## config.mk

```make
export PLATFORM = sky130hd
export DESIGN_NAME = configurable_receiver
export DESIGN_NICKNAME = d
export VERILOG_FILES = /design/src/rtl/configurable_receiver.sv
export SDC_FILE = /design/constraint.sdc
export NUM_CORES = 1
export LEC_CHECK = 0
export CAP_MARGIN = 0
export CORE_ASPECT_RATIO = 0.7
export CORE_UTILIZATION = 50
export CTS_BUF_LIST = sky130_fd_sc_hd__clkbuf_8
export CTS_CLUSTER_SIZE = 12
export DETAILED_ROUTE_END_ITERATION = 10
export PLACE_DENSITY = 0.71
export SLEW_MARGIN = 0
export SYNTH_ARGS = -nofsm -noshare
export SYNTH_HDL_FRONTEND = slang
export SYNTH_SLANG_ARGS = --single-unit
```

## constraint.sdc

```tcl
create_clock -name clock -period 2.21 [get_ports clock]
set_input_delay 0.442 -clock clock [delete_from_list [all_inputs] [get_ports clock]]
set_output_delay 0.442 -clock clock [all_outputs]
set_load 0.1 [all_outputs]
```

## src/rtl/configurable_receiver.sv

```systemverilog
// Configurable UART receiver: 2-flop input synchronizer, mid-bit sampling,
// optional odd/even parity, one or two stop bits, and a BREAK state so that a
// line held low after a bad stop bit reports only one frame.
module configurable_receiver #(
  parameter int unsigned CLOCKS_PER_BIT = 16,
  parameter int unsigned DATA_BITS      = 8,
  parameter int unsigned PARITY         = 0,
  parameter int unsigned STOP_BITS      = 1
) (
  input  logic                 clock,
  input  logic                 reset_n,
  input  logic                 serial,
  output logic [DATA_BITS-1:0] rx_data,
  output logic                 rx_valid,
  output logic                 parity_error,
  output logic                 framing_error,
  output logic                 busy
);

  localparam int unsigned CNT_W = $clog2(CLOCKS_PER_BIT + 1);
  localparam int unsigned IDX_W = $clog2(DATA_BITS);

  // The counter holds j-1 in the j-th cycle after the state was entered, so
  // comparing against (n-1) lands the sample exactly n cycles after entry.
  localparam logic [CNT_W-1:0] HALF_M1   = CNT_W'(CLOCKS_PER_BIT / 2 - 1);
  localparam logic [CNT_W-1:0] FULL_M1   = CNT_W'(CLOCKS_PER_BIT - 1);
  localparam logic [IDX_W-1:0] LAST_DATA = IDX_W'(DATA_BITS - 1);
  localparam logic [IDX_W-1:0] LAST_STOP = IDX_W'(STOP_BITS - 1);
  localparam logic             PAR_ODD   = (PARITY == 1);

  typedef enum logic [2:0] {
    StIdle   = 3'd0,
    StStart  = 3'd1,
    StData   = 3'd2,
    StParity = 3'd3,
    StStop   = 3'd4,
    StDone   = 3'd5,
    StBreak  = 3'd6
  } state_e;

  state_e               r_state;
  logic                 r_sync1;
  logic                 r_sync2;
  logic [CNT_W-1:0]     r_cnt;
  logic [IDX_W-1:0]     r_idx;
  logic [DATA_BITS-1:0] r_shift;
  logic                 r_par_bit;
  logic                 r_frame_fe;
  logic [DATA_BITS-1:0] r_rx_data;
  logic                 r_rx_valid;
  logic                 r_parity_error;
  logic                 r_framing_error;

  logic w_s;
  logic w_bit_end;
  logic w_par_err;

  assign w_s       = r_sync2;
  assign w_bit_end = (r_cnt == FULL_M1);
  assign w_par_err = (PARITY != 0) && (((^r_shift) ^ r_par_bit) != PAR_ODD);

  // Two-flop synchronizer; resets to the idle (high) line level.
  always_ff @(posedge clock or negedge reset_n) begin
    if (!reset_n) begin
      r_sync1 <= 1'b1;
      r_sync2 <= 1'b1;
    end else begin
      r_sync1 <= serial;
      r_sync2 <= r_sync1;
    end
  end

  // Frame FSM with bit timing, shift register and registered frame outputs.
  always_ff @(posedge clock or negedge reset_n) begin
    if (!reset_n) begin
      r_state         <= StIdle;
      r_cnt           <= '0;
      r_idx           <= '0;
      r_shift         <= '0;
      r_par_bit       <= 1'b0;
      r_frame_fe      <= 1'b0;
      r_rx_data       <= '0;
      r_rx_valid      <= 1'b0;
      r_parity_error  <= 1'b0;
      r_framing_error <= 1'b0;
    end else begin
      r_rx_valid <= 1'b0;
      case (r_state)
        StIdle: begin
          if (!w_s) begin
            r_state <= StStart;
            r_cnt   <= '0;
            r_idx   <= '0;
          end
        end
        StStart: begin
          if (r_cnt == HALF_M1) begin
            r_cnt <= '0;
            if (w_s) begin
              r_state <= StIdle;
            end else begin
              r_state    <= StData;
              r_frame_fe <= 1'b0;
            end
          end else begin
            r_cnt <= r_cnt + CNT_W'(1);
          end
        end
        StData: begin
          if (w_bit_end) begin
            r_cnt          <= '0;
            r_shift[r_idx] <= w_s;
            if (r_idx == LAST_DATA) begin
              r_idx   <= '0;
              r_state <= (PARITY != 0) ? StParity : StStop;
            end else begin
              r_idx <= r_idx + IDX_W'(1);
            end
          end else begin
            r_cnt <= r_cnt + CNT_W'(1);
          end
        end
        StParity: begin
          if (w_bit_end) begin
            r_cnt     <= '0;
            r_par_bit <= w_s;
            r_state   <= StStop;
          end else begin
            r_cnt <= r_cnt + CNT_W'(1);
          end
        end
        StStop: begin
          if (w_bit_end) begin
            r_cnt <= '0;
            if (!w_s) begin
              r_frame_fe <= 1'b1;
            end
            if (r_idx == LAST_STOP) begin
              r_idx   <= '0;
              r_state <= StDone;
            end else begin
              r_idx <= r_idx + IDX_W'(1);
            end
          end else begin
            r_cnt <= r_cnt + CNT_W'(1);
          end
        end
        StDone: begin
          r_rx_valid      <= 1'b1;
          r_rx_data       <= r_shift;
          r_parity_error  <= w_par_err;
          r_framing_error <= r_frame_fe;
          r_state         <= r_frame_fe ? StBreak : StIdle;
        end
        StBreak: begin
          // Wait for the line to recover so a stuck-low line reports once.
          if (w_s) begin
            r_state <= StIdle;
          end
        end
        default: begin
          r_state <= StIdle;
        end
      endcase
    end
  end

  assign rx_data       = r_rx_data;
  assign rx_valid      = r_rx_valid;
  assign parity_error  = r_parity_error;
  assign framing_error = r_framing_error;
  assign busy          = (r_state != StIdle);

endmodule
```

=== After elaboration in Yosys (flattened, before gate mapping) ===
Index checks and enable logic that the tools add are counted.

* Register bits: 32
* Bits of input ports: 3
* Output and inout bits: 12

* Reduce and logical (&&, ||, !) cells: 13
* $add $sub $neg: 2
* $lt $le $gt $ge: 2
* Multiplexer cells: 30
* Equal/unequal tests: 19

{| class="wikitable"
|+ Operators by type and width
! cell !! number
|-
| 2-to-1 mux 3 bit || 14
|-
| one-hot mux 3 bit (7 select lines) || 1
|-
| inequality test 2 bit (second input constant) || 10
|-
| 2-to-1 mux 5 bit || 3
|-
| one-hot mux 5 bit (3 select lines) || 1
|-
| == test 3 bit (second input constant) || 4
|-
| one-hot mux 3 bit (3 select lines) || 1
|-
| nonzero test 3 bit || 3
|-
| bitwise mux 8 bit || 1
|-
| AND reduction 8 bit || 1
|-
| == test 3 x 2 -> 1 bit (second input constant) || 2
|-
| zero test 3 bit || 2
|-
| 2-to-1 mux 1 bit || 6
|-
| adder 5 x 1 -> 5 bit (second input constant) || 1
|-
| == test 5 x 3 -> 1 bit (second input constant) || 1
|-
| == test 5 x 4 -> 1 bit (second input constant) || 1
|-
| AND reduction 5 bit || 1
|-
| < comparator 3 x 4 -> 1 bit (second input constant) || 1
|-
| AND reduction 2 bit || 2
|-
| AND reduction 4 bit || 1
|-
| adder 3 x 1 -> 3 bit (second input constant) || 1
|-
| demux 1 bit (select 3 bit) || 1
|-
| == test 3 x 1 -> 1 bit (second input constant) || 1
|-
| >= comparator 3 x 1 -> 1 bit (second input constant) || 1
|-
| 5 further kinds || 5
|}

=== Longest topological paths before layout ===
* Word-level depth: 5
* Depth in mapped cells: 8
* Gate-level depth less buffers: 7

=== Worst setup path after synthesis ===
Ideal clock, no wire load.

* Path kind: reg-to-reg
* Start point: reg r_cnt[1]
* End point: reg r_state[1]
* Data required time: 2,085 ps
* Stages on the path, launching flop included: 7
* Path slack: 308 ps
* Setup time: 125 ps
* Buffers on the path: 0
* Clock period less this slack: 1,902 ps
* Data arrival time: 1,777 ps
* Cell sequence: dfrtp_1 ha_1 nand2_2 o31a_1 a221oi_4 and3_4 mux2_4

* Longest elaborated chain between the ends: 3

{| class="wikitable"
|+ RTL lines
! element !! RTL line !! source
|-
| start: declaration || 44 || <nowiki>logic [CNT_W-1:0] r_cnt;</nowiki>
|-
| start signal: assignment || 106 || <nowiki>r_cnt <= r_cnt + CNT_W'(1);</nowiki>
|-
| start signal: assignment || 120 || <nowiki>r_cnt <= r_cnt + CNT_W'(1);</nowiki>
|-
| start signal: assignment || 129 || <nowiki>r_cnt <= r_cnt + CNT_W'(1);</nowiki>
|-
| == test 5 x 3 -> 1 bit or == test 5 x 4 -> 1 bit (tied branches) || 97, 59 ||
|-
| inequality test 2 bit (no source line) || n/a ||
|-
| AND reduction 8 bit (no source line) (*) || n/a ||
|-
| end signal: assignment || 91 || <nowiki>r_state <= StStart;</nowiki>
|-
| end signal: assignment || 100 || <nowiki>r_state <= StIdle;</nowiki>
|-
| end signal: assignment || 102 || <nowiki>r_state <= StData;</nowiki>
|-
| end: declaration || 41 || <nowiki>state_e r_state;</nowiki>
|}

Every way passes the cells marked *; elsewhere a longest branch is shown, timed or not.
A chain may end at the register's enable or synchronous reset.

=== Worst setup path after layout ===
Same ends and word-level chain as after synthesis.

==> flow_metrics.env <==
export IMPL_cp_slowest_cell="dfrtp_1"
export IMPL_ff2ff_path_depth=6
export IMPL_synth_cell_type_count=46
export IMPL_syn_nets=158
export IMPL_portBuffers=13
export IMPL_outcome="finished clean"
export IMPL_clkLatencyLatePin_ns=0.29
export IMPL_hold_viol_final=0
export IMPL_seq_power_share_pct=35.2
export IMPL_postCtsSetupRepairBufs=0
export IMPL_clk_root_buffer_cell="clkbuf_8"
export IMPL_htreeDepth=2
export IMPL_nFillCells=264
export IMPL_r2r_slack_ns=0.12
export IMPL_regArea_um2=803.3
export IMPL_synth_flop_cell="dfrtp_1"
export IMPL_cap_violations=0
export IMPL_dr_pass1_iters=4
export IMPL_cp_arrival_ns=2.28
export IMPL_setup_violations=0
export IMPL_synth_warning_count=0
export IMPL_dieWidth_um=70.59
export IMPL_cts_hold_buf=0
export IMPL_endpoint="r_state[1]"
export IMPL_p_leak_nw=0.9215
export IMPL_r2r_start="r_cnt[1]"
export IMPL_power_share_clock_pct=23.9
export IMPL_end_kind="register"
export IMPL_die_h_um=50.01
export IMPL_critPathTopFamily="compound AO/OA/AOI/OAI gates"
export IMPL_p_per_area_nw_per_um2=1261
export IMPL_cp_required_ns=2.39
export IMPL_synth_seq_area_share_pct=48.78
export IMPL_use_met2_pct=32.52
export IMPL_post_route_util_pct=60.41
export IMPL_path_max_fanout=5
export IMPL_crit_cells=6
export IMPL_p_switching_w=0.001007
export IMPL_grt_first_pass_wirelength_um=5644
export IMPL_busiest_layer="met2"
export IMPL_rsz0062_at_grt="no"
export IMPL_grt_pass1_vias=1144
export IMPL_fin_tns_setup_ns=0
export IMPL_drive_gt1_share_pct=31.52
export IMPL_drc_errors=0
export IMPL_antenna_found_initial=0
export IMPL_crit_path_cell_trace="ha_2 > nand2_2 > o31a_1 > a221oi_4 > and3_4 > mux2_4"
export IMPL_path_buf_inv=0
export IMPL_multi_input_area_um2=783.3
export IMPL_n_antenna_cell=0
export IMPL_combPwrFrac_pct=41.0
export IMPL_maxSlewViolCount=0
export IMPL_p_int_w=0.001392
export IMPL_synth_edf_count=0
export IMPL_vias=1174
export IMPL_cp_slowest_stage_delay_ns=0.42
export IMPL_min_path_cells=0
export IMPL_cts_tree="done"
export IMPL_dieArea_um2=3530
export IMPL_totalWireLength_um=3331
export IMPL_cts_sink_count=32
export IMPL_finalCritPeriodShare_pct=94.70
export IMPL_drtAntennaViolNets=0
export IMPL_num_rows=17
export IMPL_initial_core_util_pct=52.31
export IMPL_fin_skew_ns=0.01056
export IMPL_drtIter0Drc=81
export IMPL_gr_usage_met3_pct=5.726
export IMPL_fp_coreArea_um2=3148
export IMPL_place_congestion=0.8110
export IMPL_p_sw_share_pct=41.98
export IMPL_clockBufferDepth=2
export IMPL_cts_buffers=5
export IMPL_min_period_ns=2.093
export IMPL_cp_startpoint="r_cnt[1]"
export IMPL_grt_max_degree=33
export IMPL_clk_pin_slew_ns=0.07
export IMPL_fin_nets=172
export IMPL_avgSynthCellArea_um2=10.98
export IMPL_synthToLayoutAreaGrowth_pct=15.50
export IMPL_ys_ff_latch=32
export IMPL_drt_wirelength_per_cell_um=16.41
export IMPL_grt_ovfl_total=0
export IMPL_critPathLaunchType="register"
export IMPL_r2r_end="r_state[1]"
export IMPL_syn_cell_area_um2=1647
export IMPL_dp_hpwl_um=2335
export IMPL_fmax_ghz=0.4778
export IMPL_path_class="register to register"
export IMPL_syn_inst=150
export IMPL_avgViaCountPerCell=5.783
export IMPL_grt_total_usage_pct=22.02
export IMPL_boundaryPins=15
export IMPL_whs_ns=0.3586
export IMPL_use_met1_pct=30.50
export IMPL_holdCritPathClass="register to register"
export IMPL_ys_async_sr_fraction_pct=100.0
export IMPL_vdd_drop_max_v=0.0007446
## layer usage
layer	vias up	part of all wire (%)
li1	556	-
met1	579	49
met2	33	44
met3	6	5.6
met4	0	1.8
met5	-	0
## layout make-up
class                           count  share of cell area (%)
Sequential cell                    32                   42.24
Multi-Input combinational cell    103                   41.18
Timing Repair Buffer               15                   6.842
Clock buffer                        5                   3.618
Tap cell                           38                   2.500
Clock inverter                      3                   2.237
Inverter                            7                   1.382
## cells in the mapped netlist, types with 2 or more instances
master     n  area [um^2]
ha_1       5        62.56
nor3_1     5        25.02
nand2_1   12        45.04
o21a_1     2        15.01
nor2_1     7        26.28
o21bai_1   2        15.01
clkbuf_1   5        18.77
or3_1      2        12.51
a21oi_1    7        35.03
mux2_2    17        191.4
dfstp_2    2        52.55
dfrtp_1   30        750.7
or2_2      2        12.51
nor2b_1    3        18.77
nand3b_1   2        15.01
o21ai_0    5        25.02
a21o_1     2        15.01
nand3_1    5        25.02
nand2b_1   2        12.51
inv_1      7        26.28
## how the worst min path moves through the flow
stage	startpoint	endpoint	slack (ns)
floorplan	reset_n	framing_error	0.15
global placement	r_sync1	r_sync2	0.35
detailed placement	r_sync1	r_sync2	0.35
CTS	r_sync1	r_sync2	0.36
global route	r_sync1	r_sync2	0.36
finish	r_sync1	r_sync2	0.36
## cell usage in the layout, fill, tap and decap left out, types with 2 or more instances in the layout
| cell | n |
|---|---|
| dfrtp_1 | 30 |
| nor2_1 | 7 |
| inv_1 | 7 |
| mux2_2 | 17 |
| nand3_1 | 5 |
| o21a_1 | 2 |
| or2_2 | 2 |
| a21oi_1 | 7 |
| o21bai_1 | 2 |
| nor2b_1 | 3 |
| or3_1 | 2 |
| nand2_1 | 12 |
| dfstp_2 | 2 |
| ha_1 | 4 |
| nor3_1 | 5 |
| a21o_1 | 2 |
| o21ai_0 | 5 |
| buf_4 | 12 |
| nand2b_1 | 2 |
| clkbuf_8 | 5 |
| nand3b_1 | 2 |
| clkdlybuf4s50_1 | 2 |
## cells by family after synthesis
kind of cell    share of synthesized area (%)
compound gates                          13.60
fa+ha+maj                               3.799
buf+inv                                 3.799
flops                                   48.78
mux                                     12.54
other cells                            0.2277
simple gates                            17.25
## through the flow
step           total power [W]  setup slack (ns)  std cells  instance area, um^2
6_report              0.002399            0.1172        203                 1902
5_1_grt               0.002523           0.03232        203                 1902
4_1_cts               0.002390            0.1020        203                 1899
3_5_place_dp          0.001812            0.1105        195                 1788
3_3_place_gp          0.001782            0.2065        195                 1788
2_1_floorplan         0.001575            0.3083        150                 1647
## power groups by stage
stage | Sequential [W] | Combinational [W] | Clock, W
after floorplan | 0.000849 | 0.000726 | 0
after global placement | 0.000838 | 0.000944 | 0
after detailed placement | 0.000849 | 0.000963 | 0
after CTS | 0.000837 | 0.000969 | 0.000583
after global routing | 0.000863 | 0.00106 | 0.000601
final | 0.000844 | 0.000983 | 0.000572
## sequential cells by signal, summed over array words and instances (netlist names)
signal,count
r_state,3
framing_error,1
rx_valid,1
r_idx,3
rx_data,8
r_cnt,5
r_sync1,1
r_frame_fe,1
r_shift,8
r_sync2,1
## worst reg2reg max path: stages, from the launching register on
cell,delay (ns)
dfrtp_1,0.42
ha_2,0.27
nand2_2,0.08
o31a_1,0.30
a221oi_4,0.35
and3_4,0.27
mux2_4,0.29
## timing repair
action	CTS	global route
endpoints found under the hold margin	0	0
gates resized for setup	0	1
setup endpoints to repair	0	1
Note: power is estimated with default switching activity, not from simulation.
